<file path="src/rtl/mux_sel_scanner.sv">
// Walks the 4:1 mux select through channels 0..3, samples each after a settle
// delay, and publishes all four samples at once as a snapshot.
module mux_sel_scanner #(
  parameter int DWIDTH = 1,
  parameter int SETTLE = 2
) (
  input  logic                  clk,
  input  logic                  rst,
  input  logic                  start,
  input  logic                  cont,
  input  logic                  abort,
  input  logic [DWIDTH-1:0]     mux_out,
  output logic [1:0]            sel,
  output logic                  busy,
  output logic                  done,
  output logic [4*DWIDTH-1:0]   snapshot
);

  // state  | meaning
  // IDLE   | waiting for start, sel parked on channel 0
  // SETTLE | sel held while the mux output settles
  // SAMPLE | capture current channel, advance or publish
  // DONE   | one-cycle done pulse, optional continuous restart
  typedef enum logic [1:0] {S_IDLE, S_SETTLE, S_SAMPLE, S_DONE} state_t;

  localparam logic [3:0] RELOAD = 4'(SETTLE - 1);

  state_t              state_q, state_d;
  logic [1:0]          sel_q, sel_d;
  logic [3:0]          cnt_q, cnt_d;
  logic [4*DWIDTH-1:0] shadow_q, shadow_d;
  logic [4*DWIDTH-1:0] snap_q, snap_d;

  always_ff @(posedge clk) begin
    if (rst) begin
      state_q  <= S_IDLE;
      sel_q    <= 2'd0;
      cnt_q    <= 4'd0;
      shadow_q <= '0;
      snap_q   <= '0;
    end else begin
      state_q  <= state_d;
      sel_q    <= sel_d;
      cnt_q    <= cnt_d;
      shadow_q <= shadow_d;
      snap_q   <= snap_d;
    end
  end

  always_comb begin
    state_d  = state_q;
    sel_d    = sel_q;
    cnt_d    = cnt_q;
    shadow_d = shadow_q;
    snap_d   = snap_q;

    if (abort && state_q != S_IDLE) begin
      // abort beats sampling, so a partial shadow is never published
      state_d  = S_IDLE;
      sel_d    = 2'd0;
      shadow_d = '0;
    end else begin
      unique case (state_q)
        S_IDLE: begin
          sel_d = 2'd0;
          if (start) begin
            cnt_d   = RELOAD;
            state_d = S_SETTLE;
          end
        end
        S_SETTLE: begin
          if (cnt_q != 4'd0) cnt_d = cnt_q - 4'd1;
          else               state_d = S_SAMPLE;
        end
        S_SAMPLE: begin
          shadow_d[sel_q*DWIDTH +: DWIDTH] = mux_out;
          if (sel_q != 2'd3) begin
            sel_d   = sel_q + 2'd1;
            cnt_d   = RELOAD;
            state_d = S_SETTLE;
          end else begin
            snap_d  = shadow_d;
            state_d = S_DONE;
          end
        end
        S_DONE: begin
          sel_d = 2'd0;
          if (cont) begin
            cnt_d   = RELOAD;
            state_d = S_SETTLE;
          end else begin
            state_d = S_IDLE;
          end
        end
        default: state_d = S_IDLE;
      endcase
    end
  end

  assign sel      = sel_q;
  assign busy     = (state_q == S_SETTLE) || (state_q == S_SAMPLE);
  assign done     = (state_q == S_DONE);
  assign snapshot = snap_q;

endmodule

</file>
<file path="config.mk">
export PLATFORM = sky130hd
export DESIGN_NAME = mux_sel_scanner
export DESIGN_NICKNAME = d
export VERILOG_FILES = /design/src/rtl/mux_sel_scanner.sv
export SDC_FILE = /design/constraint.sdc
export NUM_CORES = 1
export LEC_CHECK = 0
export CAP_MARGIN = 5
export CORE_MARGIN = 4
export CORE_UTILIZATION = 53
export CTS_BUF_LIST = sky130_fd_sc_hd__clkbuf_16
export DETAILED_ROUTE_END_ITERATION = 8
export HOLD_SLACK_MARGIN = 0.1
export PLACE_DENSITY = 0.85
export SLEW_MARGIN = 20
export SYNTH_ARGS = -nofsm -noshare
export SYNTH_HDL_FRONTEND = slang
export SYNTH_SLANG_ARGS = --single-unit
</file>
<file path="constraint.sdc">
create_clock -name clk -period 2.1 [get_ports clk]
set_clock_uncertainty 0.15 [all_clocks]
set_input_delay 0.42 -clock clk [delete_from_list [all_inputs] [get_ports clk]]
set_output_delay 0.42 -clock clk [all_outputs]
set_load 0.01 [all_outputs]
</file>
# Word level (Yosys, flattened, before mapping)
# Cells that the tools add are included.
totals:
  regBits: 16
  latchBits: 0
  mem_bits_rw: 0
  mem_bits_ro: 0
  in_bits: 6
  out_inout_bits: 8
  word_cells: 46
  memories: 0
op_classes:
  add_sub_neg: 3
  mul: 0
  n_div: 0
  order_cmp: 0
  n_eq_ne: 9
  shifts: 2
  muxes: 13
  bitwise_logic: 2
  n_reduce_logical: 12
ops:
  columns: ["op", "count"]
  rows:
  - ["$neg 2->34", 1]
  - ["$shift 1x34->4 const A", 1]
  - ["$shiftx 1x34->4", 1]
  - ["$mux 4", 4]
  - ["$pmux 4 s4", 1]
  - ["$ne 2x2->1 const B", 6]
  - ["$mux 2", 4]
  - ["$pmux 2 s4", 1]
  - ["$reduce_and 5->1", 1]
  - ["$bwmux 4", 1]
  - ["$eq 2x2->1 const B", 2]
  - ["$pmux 2 s2", 1]
  - ["$reduce_and 2->1", 2]
  - ["$reduce_bool 2->1", 2]
  - ["$reduce_bool 4->1", 1]
  - ["$reduce_or 2->1", 2]
  - ["$sub 4x1->4 const B", 1]
  - ["$reduce_and 3->1", 1]
  - ["$add 2x1->2 const B", 1]
  - ["$eq 2x1->1 const B", 1]
  - ["$logic_not 2->1", 1]
  - ["$not 1->1", 2]
  - ["$logic_and 1x1->1", 1]
  - ["$logic_or 1x1->1", 1]
  - ["$mux 1", 1]

# Logic depth before layout (Yosys ltp)
logic_depth:
  ltp_word: 4
  depth_mapped: 7
  mapped_depth_nobuf: 6

# Worst setup path before layout
# No wires, ideal clock.
synth_path:
  path_type: "flip-flop to flip-flop"
  start: "register sel_q[0] (netlist: sel[0])"
  end: "register snap_q[0] (netlist: snapshot[0])"
  setup_time_ns: 0.086
  t_arrival_ns: 1.596
  t_required_ns: 1.864
  slack_ns: 0.269
  path_stages_with_launch: 6
  n_path_buf: 0
  synth_period_minus_slack_ns: 1.831
  path_cell_list: "dfxtp_1 -> inv_1 -> ha_1 -> nor4bb_1 -> mux2i_1 -> a211oi_1"
synth_between:
  elab_chain_cells: 3
  elab_cells_between_ends: 7
  cone_classes: "add/sub (1); eq/ne (1); shift (2); mux (1); bitwise (1); reduce/logical (1)"
synth_lines:
  columns: ["element", "line", "source"]
  rows:
  - ["from (decl)", "29", "logic [1:0] sel_q, sel_d;"]
  - ["from (signal assigned)", "43", "sel_q <= sel_d;"]
  - ["$neg 2->34 / $ne 2x2->1 (equally long branches)", "76, 77", null]
  - ["$shiftx 1x34->4, or another cell as far along", "76", "shadow_d[sel_q*DWIDTH +: DWIDTH] = mux_out;"]
  - ["$bwmux 4 / $reduce_and 3->1 (equally long branches)", null, null]
  - ["to (signal assigned)", "46", "snap_q <= snap_d;"]
  - ["to (decl)", "32", "logic [4*DWIDTH-1:0] snap_q, snap_d;"]
# Parallel ways exist; a longest one is shown, timed or not.
# A chain may end at the register's enable or synchronous reset.

# Worst setup path in the final report
layout_path:
  start: "register state_q[1]"
  end: "output done"
layout_between:
  elab_chain_cells: 1
layout_lines:
  columns: ["element", "line", "source"]
  rows:
  - ["from (decl)", "28", "state_t state_q, state_d;"]
  - ["from (signal assigned)", "42", "state_q <= state_d;"]
  - ["$eq 2x2->1", "102", "assign done = (state_q == S_DONE);"]
  - ["to (decl)", "15", "output logic done,"]
# Every way passes these cells.

==> metrics.yaml <==
vias_per_cell: 5.54
vias: 847
totalWireLength_um: 2090
hold_violations: 0
grt_overflow_total: 0
synth-main-ff-cell: "dfxtp_1"
synth_edf_count: 0
syn-mean-instance-area_um2: 9.04
ys_top_cells_by_area: "dfxtp_1 (30%), ha_1 (15%), a21oi_1 (5.0%)"
crit_path_max_incr_delay_ps: 550
ant_nets: 0
cp.required_ps: 1530
clk_pin_slew_worst_paths_ps: 50
rsz0062_at_grt: "false"
clock_latency_ps: 240
initial_core_util_pct: 57.0
hold_class: "flip-flop to flip-flop"
slew_viol_final: 0
status: "finished clean"
worstMarginPinSlew_ps: 425
cts_max_level: 1
placementRows: 15
dieArea_um2: 2630
wire_per_inst_um: 13.6
min_period_ps: 2030
async_flop_share_pct: 0
antenna_found_initial: 0
pre_cts_ws_ps: -11.5
place_area_um2: 1170
port_buffers: 13
root_buffer: "clkbuf_16"
total_power_mw: 1.29
synth_top_cell_by_area: "dfxtp_1"
die_y_um: 51.3
antenna_cells: 0
synth_top_family_by_area: "simple AND/OR/NAND/NOR gates"
setup_viol: 0
path_delay_family: "buffers and inverters"
routabilityCongestion: 0.768
p_leak_nw: 0.478
synth.area.mux_share_pct: 5.16
yosys.cell_types.count: 38
yosys.area_share.simple_pct: 23.8
synth_adder_area_share_pct: 15.1
p_per_area_nw_per_um2: 1030
yosys_warnings: 0
cp.arrival_ps: 1460
drtIter0Drc: 24
grt_max_degree: 12
post_cts_buffers: 0
synth_compound_area_share_pct: 21.1
grt_pass1_wl_um: 3770
min_from: "shadow_q[0]"
worstSetupStartpointType: "flip-flop"
setup_ws_ps: 72.6
max_cap_violations: 0
ir_drop_mv: 0.923
hold_buffers: 0
startpoint: "state_q[1]"
ys_ff_latch: 15
fmax_mhz: 493
cts_made_buffers: 3
seq_area_frac_synth_pct: 30.2
drive_gt1_share_pct: 16.4
io_pins: 14
clock-sinks: 15
synthCells: 110
min_period_over_period_pct: 96.5
crit_slowest_cell: "clkdlybuf4s50_1"
synth_nets: 128
grt_usage_pct: 19.0
syn2layout_area_growth_pct: 25.9
core-area_um2: 1750
grt_pass1_vias: 870
worstReg2RegStart: "sel[0]"
endpoint_kind: "primary output"
crit_type: "flip-flop to primary output"
path_cells: "buf_4, ha_2, clkdlybuf4s50_1"
path_buf_inv: 2
drc: 0
relSlewSlack_pct: 71.7
dr.pass1.iters: 4
synth_xor_area_share_pct: 0
ctsResizeCount: 1
finalNetCount: 147
clock_tree.buffer_depth: 2
synthesis.area_um2: 995
cts_tree: "built"
final_cell_area_um2: 1250
die_x_um: 51.3
place_hpwl_um: 1570
cp_max_fo: 5
synthDominantCellAreaShare_pct: 30.2
-- path summary, 6_finish.rpt --
| path | end | slack [ps] | cells past startpoint |
|---|---|---|---|
| max | done | 70 | 3 |
| min | shadow_q[0] | 310 | 2 |
| max reg2reg | cnt_q[0] | 190 | 5 |
| min reg2reg | shadow_q[0] | 310 | 2 |
-- where the power goes --
group | leakage [nW] | switching (mW) | total (mW) | internal, mW
Combinational | 0.313 | 0.305 | 0.566 | 0.261
Clock | 0.0423 | 0.114 | 0.366 | 0.252
Sequential | 0.122 | 0.0374 | 0.361 | 0.324
Total | 0.478 | 0.456 | 1.29 | 0.836
-- cells in the mapped netlist, types with 2 or more instances --
cell and count:
nor2b_1 3, ha_1 12, a211oi_1 3, a31o_2 2, a21oi_1 10, nand2_1 8
o21ai_0 2, dfxtp_1 15, nand2b_1 3, nand3_1 4, or2b_1 2, nor2_1 10
mux2i_1 4, inv_1 8
-- cell type report --
type	instances	area, um^2
clock buffers	3	75.1
clock inverters	1	3.75
inverters	8	30.0
multi-input cells	84	651
well taps	25	31.3
fillers	131	493
repair buffers	17	159
flip-flops and latches	15	303
-- tightest hold or removal path: stages, from the launching register on --
cell and delay [ps]:
dfxtp_1 300, nand2_1 50, a21oi_1 50
-- placed cells by master (no fill, tap or decap), types with 2 or more instances in the layout --
cell type / instances
or2b_1: 2
dfxtp_2: 2
clkdlybuf4s50_1: 12
buf_4: 4
nor2_1: 10
nand3_1: 4
a21oi_1: 10
nor2b_1: 3
nand2_1: 8
a211oi_1: 3
clkbuf_16: 3
mux2i_1: 4
o21ai_0: 2
dfxtp_1: 13
ha_1: 11
inv_1: 9
nand2b_1: 3
a31o_2: 2
-- flip-flops by register name, summed over array words and instances, names as in the netlist --
name / flops
cnt_q: 4
sel: 2
shadow_q: 3
snapshot: 4
state_q: 2
-- cell families after synthesis --
logic type,Yosys count
AOI/OAI and AO/OA,25
adders and majority gates,12
buffers and inverters,11
DFF,15
muxes,5
and+or+nand+nor,42
-- per-stage QoR --
| step | instances | hold slack, ps | util, % | TNS (ps) |
|---|---|---|---|---|
| CTS | 153 | 313 | 71.5 | 0 |
| global placement | 149 | 291 | 67.0 | 0 |
| global route | 153 | 329 | 71.8 | 0 |
| finish | 153 | 308 | 71.8 | 0 |
| detailed placement | 149 | 305 | 67.0 | -11.5 |
| floorplan | 110 | 286 | - | 0 |
-- routing by layer --
layer / up-vias / wire, um / GRT usage [%]
met2: 12 / 1040 / 32.6
met1: 407 / 931 / 22.3
met3: 4 / 82 / 4.96
li1: 424 / - / -
met4: 0 / 35 / 7.86
met5: - / 0 / 0
No activity file was read; power rests on OpenSTA's default activity.
